==> src/rtl/stopwatch_pkg.sv <==
// Shared types and constants for the stopwatch: FSM encoding, BCD limits, BCD increment helper.
package stopwatch_pkg;

  typedef enum logic [1:0] {
    ST_IDLE  = 2'd0,
    ST_RUN   = 2'd1,
    ST_PAUSE = 2'd2
  } state_t;

  localparam logic [3:0] BCD_DIGIT_MAX    = 4'd9;
  localparam logic [3:0] BCD_SEC_TENS_MAX = 4'd5;
  localparam int         DEB_CNT_W        = 8;

  typedef struct packed {
    logic [3:0] sec_tens;
    logic [3:0] sec_ones;
    logic [3:0] hund_tens;
    logic [3:0] hund_ones;
  } bcd_time_t;

  // Ripple-carry BCD increment; 59.99 wraps to 00.00.
  function automatic bcd_time_t bcd_inc(input bcd_time_t t);
    bcd_time_t r;
    r = t;
    if (t.hund_ones != BCD_DIGIT_MAX) begin
      r.hund_ones = t.hund_ones + 4'd1;
    end else begin
      r.hund_ones = 4'd0;
      if (t.hund_tens != BCD_DIGIT_MAX) begin
        r.hund_tens = t.hund_tens + 4'd1;
      end else begin
        r.hund_tens = 4'd0;
        if (t.sec_ones != BCD_DIGIT_MAX) begin
          r.sec_ones = t.sec_ones + 4'd1;
        end else begin
          r.sec_ones = 4'd0;
          if (t.sec_tens != BCD_SEC_TENS_MAX) r.sec_tens = t.sec_tens + 4'd1;
          else                                r.sec_tens = 4'd0;
        end
      end
    end
    return r;
  endfunction

  function automatic logic bcd_is_max(input bcd_time_t t);
    return (t.sec_tens == BCD_SEC_TENS_MAX) && (t.sec_ones == BCD_DIGIT_MAX) &&
           (t.hund_tens == BCD_DIGIT_MAX) && (t.hund_ones == BCD_DIGIT_MAX);
  endfunction

endpackage

==> src/rtl/btn_debounce.sv <==
// Pushbutton conditioner: 2-flop sync, ce1ms-timed debounce, one-clk press pulse on debounced rise.
// Latency: 2 clk + DEB_MS ce1ms ticks + 1 clk from press to pulse; no backpressure.
module btn_debounce
  import stopwatch_pkg::*;
#(
  parameter int unsigned DEB_MS = 20
) (
  input  logic clk,
  input  logic rst,
  input  logic ce1ms,
  input  logic btn,
  output logic press
);

  localparam logic [DEB_CNT_W-1:0] DEB_LAST = DEB_CNT_W'(DEB_MS - 1);

  logic                 sync1;
  logic                 sync2;
  logic                 deb;
  logic [DEB_CNT_W-1:0] cnt;

  always_ff @(posedge clk or posedge rst) begin
    if (rst) begin
      sync1 <= 1'b0;
      sync2 <= 1'b0;
      deb   <= 1'b0;
      cnt   <= '0;
      press <= 1'b0;
    end else begin
      sync1 <= btn;
      sync2 <= sync1;
      press <= 1'b0;
      // Any bounce back to the settled level restarts the stability window.
      if (sync2 == deb) begin
        cnt <= '0;
      end else if (ce1ms) begin
        if (cnt == DEB_LAST) begin
          deb   <= sync2;
          cnt   <= '0;
          press <= sync2;
        end else begin
          cnt <= cnt + 1'b1;
        end
      end
    end
  end

endmodule

==> src/rtl/stopwatch_core.sv <==
// Stopwatch core: start/stop/clear FSM with BCD ss.hh counter advancing on ce10ms in RUN.
// Latency: dat/running/ovf registered, update one clk after the qualifying edge; no backpressure.
module stopwatch_core
  import stopwatch_pkg::*;
#(
  parameter int unsigned DEB_MS = 20
) (
  input  logic        clk,
  input  logic        rst,
  input  logic        ce1ms,
  input  logic        ce10ms,
  input  logic        btn_start,
  input  logic        btn_clr,
  output logic [15:0] dat,
  output logic        running,
  output logic        ovf
);

  logic      start_press;
  logic      clr_press;
  state_t    state_q;
  state_t    state_d;
  bcd_time_t time_q;
  bcd_time_t time_d;
  logic      running_d;
  logic      ovf_d;
  logic      count_en;

  btn_debounce #(.DEB_MS(DEB_MS)) u_start_deb (
    .clk   (clk),
    .rst   (rst),
    .ce1ms (ce1ms),
    .btn   (btn_start),
    .press (start_press)
  );

  btn_debounce #(.DEB_MS(DEB_MS)) u_clr_deb (
    .clk   (clk),
    .rst   (rst),
    .ce1ms (ce1ms),
    .btn   (btn_clr),
    .press (clr_press)
  );

  assign count_en = (state_q == ST_RUN) && ce10ms;
  assign dat      = time_q;

  always_ff @(posedge clk or posedge rst) begin
    if (rst) begin
      state_q <= ST_IDLE;
      time_q  <= '0;
      running <= 1'b0;
      ovf     <= 1'b0;
    end else begin
      state_q <= state_d;
      time_q  <= time_d;
      running <= running_d;
      ovf     <= ovf_d;
    end
  end

  // Clear only acts from PAUSE, and beats a simultaneous start there.
  always_comb begin
    state_d = state_q;
    unique case (state_q)
      ST_IDLE:  if (start_press) state_d = ST_RUN;
      ST_RUN:   if (start_press) state_d = ST_PAUSE;
      ST_PAUSE: begin
        if (clr_press)        state_d = ST_IDLE;
        else if (start_press) state_d = ST_RUN;
      end
      default:  state_d = ST_IDLE;
    endcase
  end

  // A ce10ms that coincides with stop still counts, since the decision uses the current state.
  always_comb begin
    time_d    = time_q;
    ovf_d     = 1'b0;
    running_d = (state_d == ST_RUN);
    if ((state_q == ST_PAUSE) && clr_press) begin
      time_d = '0;
    end else if (count_en) begin
      time_d = bcd_inc(time_q);
      ovf_d  = bcd_is_max(time_q);
    end
  end

endmodule

==> config.mk <==
export PLATFORM = sky130hd
export DESIGN_NAME = stopwatch_core
export DESIGN_NICKNAME = d
export VERILOG_FILES = /design/src/rtl/stopwatch_pkg.sv /design/src/rtl/btn_debounce.sv /design/src/rtl/stopwatch_core.sv
export SDC_FILE = /design/constraint.sdc
export NUM_CORES = 1
export LEC_CHECK = 0
export CAP_MARGIN = 20
export CORE_MARGIN = 5
export CORE_UTILIZATION = 56
export CTS_CLUSTER_DIAMETER = 60
export CTS_CLUSTER_SIZE = 28
export DETAILED_ROUTE_END_ITERATION = 8
export GPL_ROUTABILITY_DRIVEN = 0
export HOLD_SLACK_MARGIN = 0.12
export PLACE_DENSITY = 0.77
export SYNTH_ARGS = -nofsm -noshare
export SYNTH_HDL_FRONTEND = slang
export SYNTH_SLANG_ARGS = --single-unit
==> constraint.sdc <==
create_clock -name clk -period 2.4 [get_ports clk]
set_input_delay 0.72 -clock clk [delete_from_list [all_inputs] [get_ports clk]]
set_output_delay 0.72 -clock clk [all_outputs]
set_load 0.02 [all_outputs]
==> results.rst, run 1 <==
.. list-table::
   :header-rows: 1

   * - Metric
     - Value
   * - Run status
     - finished clean
   * - Period Utilization, post-route
     - approximately nine tenths
   * - Post-Place Setup Slack
     - 0.0374 ns
   * - Core Area
     - 3910 um2
   * - Die outline width
     - about 73 um
   * - Number of violations of the max-capacitance limit
     - 0
   * - Clk pin slew, worst setup/hold paths
     - 0.09 ns
   * - Vias per cell
     - 5.59
   * - Net count of the finished layout
     - ~270
   * - Number of H-tree levels
     - 2
   * - CP delay by family, top
     - buffers and inverters
   * - Path category of the worst min-delay check
     - reg2reg
   * - Finished Layout Cells
     - 300
   * - Die Y-Extent
     - between 70 and 80 um
   * - Leakage power total
     - 1.18 nW
   * - Async set-reset flop share out of synthesis
     - 100%
   * - Post-cts gate resize count
     - 0
   * - Fraction of synthesized area in multiplexers
     - 1.46%
   * - Post-synthesis simple-gate area fraction
     - 23.6%
   * - Arrival time of the worst setup path
     - about 1.4 ns
   * - Combined area of all synthesized cells
     - 2230 um2
   * - Number of vias after detailed routing
     - 1676
   * - Number of antenna violations at the first check in global routing
     - 0
   * - Total negative setup slack
     - 0 ns
   * - Setup repair after global routing missed its margin
     - no
   * - Proportion of layout cells with a drive suffix above 1
     - 10.8%
   * - Detailed Place HPWL
     - 2.93 mm
   * - Largest stage delay, worst path
     - 0.66 ns
   * - Largest net degree at the start of global routing
     - 45
   * - Syn Nets
     - roughly 230
   * - Most used cells in the layout excluding fill and tap cells
     - dfrtp_1 (44), clkdlybuf4s50_1 (23), nand2_1 (21), a21oi_1 (15), o21ai_0 (14)
   * - Number of port buffers
     - 23
   * - Synthesized-area fraction occupied by adder cells
     - 5.62%
   * - Number of enable-type register cells in the synthesized netlist
     - 0
   * - Antenna fix cells
     - 0
   * - Total count of max-transition violations in the final report
     - 0
   * - Startpoint Class
     - register
   * - Std cell rows
     - 23
   * - Synthesis Warnings
     - 0
   * - GRT overflow
     - 0
   * - GRT Resource Usage Total
     - between 10% and 20%
   * - Post-layout min period
     - 2.16 ns
   * - Post-CTS Setup Bufs
     - 0
   * - Clock latency of the later-clocked register in the worst-skew pair
     - 0.30 ns
   * - Number of hold violations in the final report
     - 0
   * - Number of buffer and inverter stages on the critical path
     - 1
   * - Crit path max fanout
     - 7
   * - Total power density per cell area
     - roughly 500 nW/um2
   * - Number of detailed-route iterations in the first pass
     - 4
   * - Crit path cell chain
     - clkdlybuf4s50_1
   * - Post-synthesis sequential area ratio
     - 49.4%
   * - Count of placed standard cells including taps
     - 292
   * - Count of distinct cell types in the synthesized netlist
     - 48
   * - Total setup violations reported at the end of the flow
     - 0
   * - Maximum buffer depth of the clock tree
     - 2
   * - Detailed-route DRC error count
     - 0
   * - CTS tree
     - yes
   * - Die area
     - 5340 um2
   * - Most common cell after layout, fill and taps aside
     - dfrtp_1
   * - Iteration-0 DRC Markers
     - 68
   * - Final instance area
     - 2650 um2
   * - Worst relative slew slack
     - 68.8%
   * - Number of flip-flops and latches in the synthesized netlist
     - 44
   * - Via count of the first global-routing pass
     - 1578
   * - Root buffer cell
     - clkbuf_8
   * - Kind of end point of the critical path
     - output pin
   * - Total detailed-routing wirelength
     - 4.22 mm
   * - First-pass GRT wire length
     - 7.27 mm
   * - Compound-cell area share of the yosys netlist
     - 14.9%
   * - XOR/XNOR Fraction of Synth Area
     - 2.36%
   * - Area after detailed placement
     - 2560 um2
   * - Required time of the worst setup path
     - about 1.7 ns
   * - Hold-fix buffers at CTS
     - 0
   * - Final setup slack of the worst path
     - about 0.24 ns
   * - DRT antenna net count
     - 0
   * - Instance count of the mapped netlist
     - 216
   * - Clock sink total
     - 44
   * - Average wire per cell in the routed design
     - 14.1 um
   * - Type of the worst setup path
     - reg2out
   * - Initial core utilization
     - between 50% and 60%
   * - Synthesized area per cell
     - 10.3 um2
   * - Fmax
     - around 460 MHz
   * - Synth Flop Type
     - dfrtp_1
   * - Worst Skew
     - 0.0124 ns
   * - Dominant combinational cell family by area after synthesis
     - simple AND/OR/NAND/NOR gates
   * - Clock buffers created by TritonCTS
     - 5
   * - Post-synthesis to final-layout area growth
     - 19.0%
   * - Max VDD drop
     - around 0.42 mV
   * - CP max-delay cell
     - clkdlybuf4s50_1
   * - Tightest Pin Transition
     - about 0.46 ns
   * - Total I/O pin count
     - 24
==> path summary, 6_finish.rpt <==
| path | end | from | slack (ns) | cells after the start |
|---|---|---|---|---|
| min in group asynchronous | u_start_deb.cnt[2] | rst | 0.75 | 3 |
| worst max-delay path | dat[4] | dat[4] | 0.24 | 1 |
| worst min register to register | u_start_deb.sync2 | u_start_deb.sync1 | 0.36 | 0 |
| max in group asynchronous | u_clr_deb.cnt[6] | rst | 1.43 | 3 |
| worst min-delay path | u_start_deb.sync2 | u_start_deb.sync1 | 0.36 | 0 |
| worst max register to register | dat[10] | dat[4] | 0.46 | 5 |
==> through the flow <==
| step | util (%) | total power [mW] | hold slack [ns] |
|---|---|---|---|
| 4_1_cts | 67.7 | 1.37 | 0.358 |
| 6_report | 67.7 | 1.36 | 0.356 |
| 2_1_floorplan | - | 0.846 | 0.331 |
| 5_1_grt | 67.7 | 1.42 | 0.373 |
| 3_3_place_gp | 65.3 | 0.877 | 0.332 |
| 3_5_place_dp | 65.3 | 0.880 | 0.340 |
==> layer usage <==
metal	global-route usage (%)	vias to the layer above	share of wire [%]
met3	5.23	7	4.4
li1	-	850	-
met1	22.6	797	44
met5	0	-	0
met4	5.53	0	1.2
met2	28.3	22	50
==> cell type report <==
cell class              instances  area (um2)
inverters                       8        30.0
fillers                       318        1260
flip-flops and latches         44        1100
clock buffers                   7        86.3
repair buffers                 30         295
multi-input cells             160        1070
clock inverters                 1        7.51
well taps                      50        62.6
==> synthesized netlist by cell type (3+ instances only) <==
cell       n  share of area [%]
a31oi_1    8                2.2
or2_2      3               0.84
o21ai_0   14                3.1
nor2_1    12                2.0
and3b_1    3                1.2
nand2b_1   6                1.7
or3_1      5                1.4
a21oi_1   15                3.4
xnor2_1    3                1.2
xor2_1     3                1.2
dfrtp_1   44                 49
a22o_1     3                1.2
nand2_1   21                3.5
nor3_1     3               0.67
inv_1      8                1.3
and3_1     5                1.4
nand3_1   12                2.7
ha_1      10                5.6
==> cell families after synthesis <==
group	Yosys count
XOR/XNOR	6
buffers and inverters	12
multiplexers	3
adder cells (fa/ha/maj)	10
AO/OA/AOI/OAI	53
flip-flops	44
AND/OR/NAND/NOR	88
==> report_power, final <==
part           switching [mW]  leakage (nW)  internal (mW)
Combinational          0.0446         0.532         0.0358
Clock                   0.258        0.0445          0.234
Sequential             0.0236         0.602          0.761
==> registers in the layout (all words and copies together), names as in the netlist <==
register           flops
u_start_deb.sync1      1
u_clr_deb.deb          1
ovf                    1
dat                   16
state_q                2
u_clr_deb.press        1
u_start_deb.press      1
u_start_deb.cnt        8
u_start_deb.deb        1
u_start_deb.sync2      1
u_clr_deb.sync2        1
u_clr_deb.cnt          8
running                1
u_clr_deb.sync1        1
No activity file was read; power rests on OpenSTA's default activity.
==> inputs of run 2 (changes only) <==
--- a/config.mk
+++ b/config.mk
@@ -14,6 +14,7 @@
 export GPL_ROUTABILITY_DRIVEN = 0
 export HOLD_SLACK_MARGIN = 0.12
 export PLACE_DENSITY = 0.77
+export RECOVER_POWER = 100
 export SYNTH_ARGS = -nofsm -noshare
 export SYNTH_HDL_FRONTEND = slang
 export SYNTH_SLANG_ARGS = --single-unit
==> results.rst, run 2 (synthesis results as in run 1) <==
.. list-table::
   :header-rows: 1

   * - Metric
     - Value
   * - CP delay by family, top
     - buffers and inverters
   * - Period Utilization, post-route
     - 92.1%
   * - Detailed-route DRC error count
     - 0
   * - Switch share
     - 23.9%
   * - Total I/O pin count
     - 24
   * - Most common cell after layout, fill and taps aside
     - dfrtp_1
   * - DRT antenna net count
     - 0
   * - Vias per cell
     - 5.71
   * - Die Y-Extent
     - 73.1 um
   * - Max VDD drop
     - 0.420 mV
   * - Die outline width
     - 73.1 um
   * - Initial core utilization
     - 56.9%
   * - Flip-flop count of the largest register, all copies and words added
     - 16
   * - Proportion of power drawn by the clock network
     - 36.3%
   * - Worst Skew
     - 0.0101 ns
   * - Number of detailed-route iterations in the first pass
     - 4
   * - Type of the worst setup path
     - reg2out
   * - Number of antenna violations at the first check in global routing
     - 0
   * - Run status
     - finished clean
   * - Total negative setup slack
     - 0 ns
   * - Post-CTS Setup Bufs
     - 0
   * - Post-layout min period
     - 2.21 ns
   * - Iteration-0 DRC Markers
     - 64
   * - Root buffer cell
     - clkbuf_8
   * - Number of port buffers
     - 23
   * - Setup repair after global routing missed its margin
     - no
   * - GRT overflow
     - 0
   * - Worst relative slew slack
     - between 30% and 40%
   * - Net switching component of the power
     - 322 uW
   * - Hold-fix buffers at CTS
     - 0
   * - Most used cells in the layout excluding fill and tap cells
     - dfrtp_1 (44), dlygate4sd3_1 (23), nand2_1 (21), a21oi_1 (15), o21ai_0 (14)
   * - Fmax
     - 452 MHz
   * - Largest net degree at the start of global routing
     - 45
   * - GRT Resource Usage Total
     - 17.6%
   * - Comb power frac
     - under 10%
   * - First-pass GRT wire length
     - 7.27 mm
   * - Largest stage delay, worst path
     - 0.72 ns
   * - Register-to-register setup slack
     - 0.48 ns
   * - Detailed Place HPWL
     - 2.93 mm
   * - Number of hold violations in the final report
     - 0
   * - Via count of the first global-routing pass
     - 1578
   * - Average wire per cell in the routed design
     - approximately 14 um
   * - Path category of the worst min-delay check
     - reg2reg
   * - CTS tree
     - yes
   * - Leakage power total
     - ~1.2 nW
   * - Arrival time of the worst setup path
     - ~1.5 ns
   * - Post-synthesis to final-layout area growth
     - 16.5%
   * - Post-cts gate resize count
     - 0
   * - Clock latency of the later-clocked register in the worst-skew pair
     - 0.30 ns
   * - Maximum buffer depth of the clock tree
     - 2
   * - Crit path max fanout
     - 7
   * - Total count of max-transition violations in the final report
     - 0
   * - Total detailed-routing wirelength
     - about 4.3 mm
   * - Filler Cells Inserted
     - between 300 and 400
   * - Core Area
     - 3910 um2
   * - Die area
     - 5340 um2
   * - Number of H-tree levels
     - 2
   * - Std cell rows
     - 23
   * - Number of violations of the max-capacitance limit
     - 0
   * - Area after detailed placement
     - approximately 2600 um2
   * - Proportion of layout cells with a drive suffix above 1
     - 7.60%
   * - Internal Dissipation
     - slightly above 1 mW
   * - Final instance area
     - 2590 um2
   * - Antenna fix cells
     - 0
   * - Total power density per cell area
     - 519 nW/um2
   * - Number of buffer and inverter stages on the critical path
     - 1
   * - Tightest Pin Transition
     - between 1 and 1.5 ns
   * - Kind of end point of the critical path
     - output pin
   * - Clock sink total
     - 44
   * - Number of vias after detailed routing
     - 1713
   * - Clock buffers created by TritonCTS
     - 5
   * - Required time of the worst setup path
     - between 1.5 and 2 ns
   * - Net count of the finished layout
     - ~270
   * - CP max-delay cell
     - dlygate4sd3_1
   * - Crit path cell chain
     - dlygate4sd3_1
   * - Sequential share of power
     - 58.3%
   * - Startpoint Class
     - register
   * - Total setup violations reported at the end of the flow
     - 0
   * - Clk pin slew, worst setup/hold paths
     - 0.09 ns
## run 2: changes by cell type in the layout (fill, tap and decap cells not counted), sizes merged
cell | before | now
clkdlybuf4s50 | 23 | 0
dlygate4sd3 | 0 | 23
buf | 7 | 0
clkbuf | 7 | 14
## run 2: layout make-up
class                   instances  area, um2  share of cell area, %
inverters                       8       30.0                   1.16
clock inverters                 1       7.51                  0.289
clock buffers                   7       86.3                   3.33
multi-input cells             160       1050                   40.4
well taps                      50       62.6                   2.41
flip-flops and latches         44       1100                   42.5
repair buffers                 30        258                   9.94
## run 2: power by group through the flow
| stage | combinational, mW | sequential (mW) | clock [mW] |
|---|---|---|---|
| 5_1_grt | 0.0857 | 0.789 | 0.540 |
| 3_3_place_gp | 0.0787 | 0.798 | 0 |
| 4_1_cts | 0.0821 | 0.784 | 0.504 |
| 6_report | 0.0725 | 0.785 | 0.489 |
| 3_5_place_dp | 0.0817 | 0.798 | 0 |
| 2_1_floorplan | 0.0524 | 0.793 | 0 |
## run 2: per-stage QoR
step                      hold slack [ns]  utilization, %  cells  worst slack (ns)  total power [mW]
after floorplan                     0.331               -    216             0.603             0.846
after global placement              0.332            65.3    292            0.0726             0.877
after detailed placement            0.340            65.3    292            0.0374             0.880
after CTS                           0.358            67.7    300             0.225              1.37
after global routing                0.373            66.3    300             0.105              1.41
final                               0.355            66.3    300             0.189              1.35
## run 2: worst paths after layout
kind / startpoint / to / depth (start not counted)
max: dat[4] / dat[4] / 1
min in group asynchronous: rst / dat[9] / 3
max reg2reg: dat[5] / dat[15] / 6
min reg2reg: u_start_deb.sync1 / u_start_deb.sync2 / 0
max in group asynchronous: rst / u_clr_deb.cnt[6] / 3
min: u_start_deb.sync1 / u_start_deb.sync2 / 0
## run 2: layer usage
metal	vias up	global-route usage, %	part of all wire, %
met5	-	0	0
met1	819	22.6	45
met4	0	5.53	1.2
li1	854	-	-
met3	7	5.23	4.5
met2	33	28.3	49
==> inputs of run 3 (changes only) <==
--- a/config.mk
+++ b/config.mk
@@ -8,10 +8,9 @@
 export CAP_MARGIN = 20
 export CORE_MARGIN = 5
 export CORE_UTILIZATION = 56
-export CTS_CLUSTER_DIAMETER = 60
+export CTS_CLUSTER_DIAMETER = 150
 export CTS_CLUSTER_SIZE = 28
 export DETAILED_ROUTE_END_ITERATION = 8
-export GPL_ROUTABILITY_DRIVEN = 0
 export HOLD_SLACK_MARGIN = 0.12
 export PLACE_DENSITY = 0.77
 export RECOVER_POWER = 100
==> results of run 3 <==
No change in the layout: final DEF, timing and power equal those of run 2.
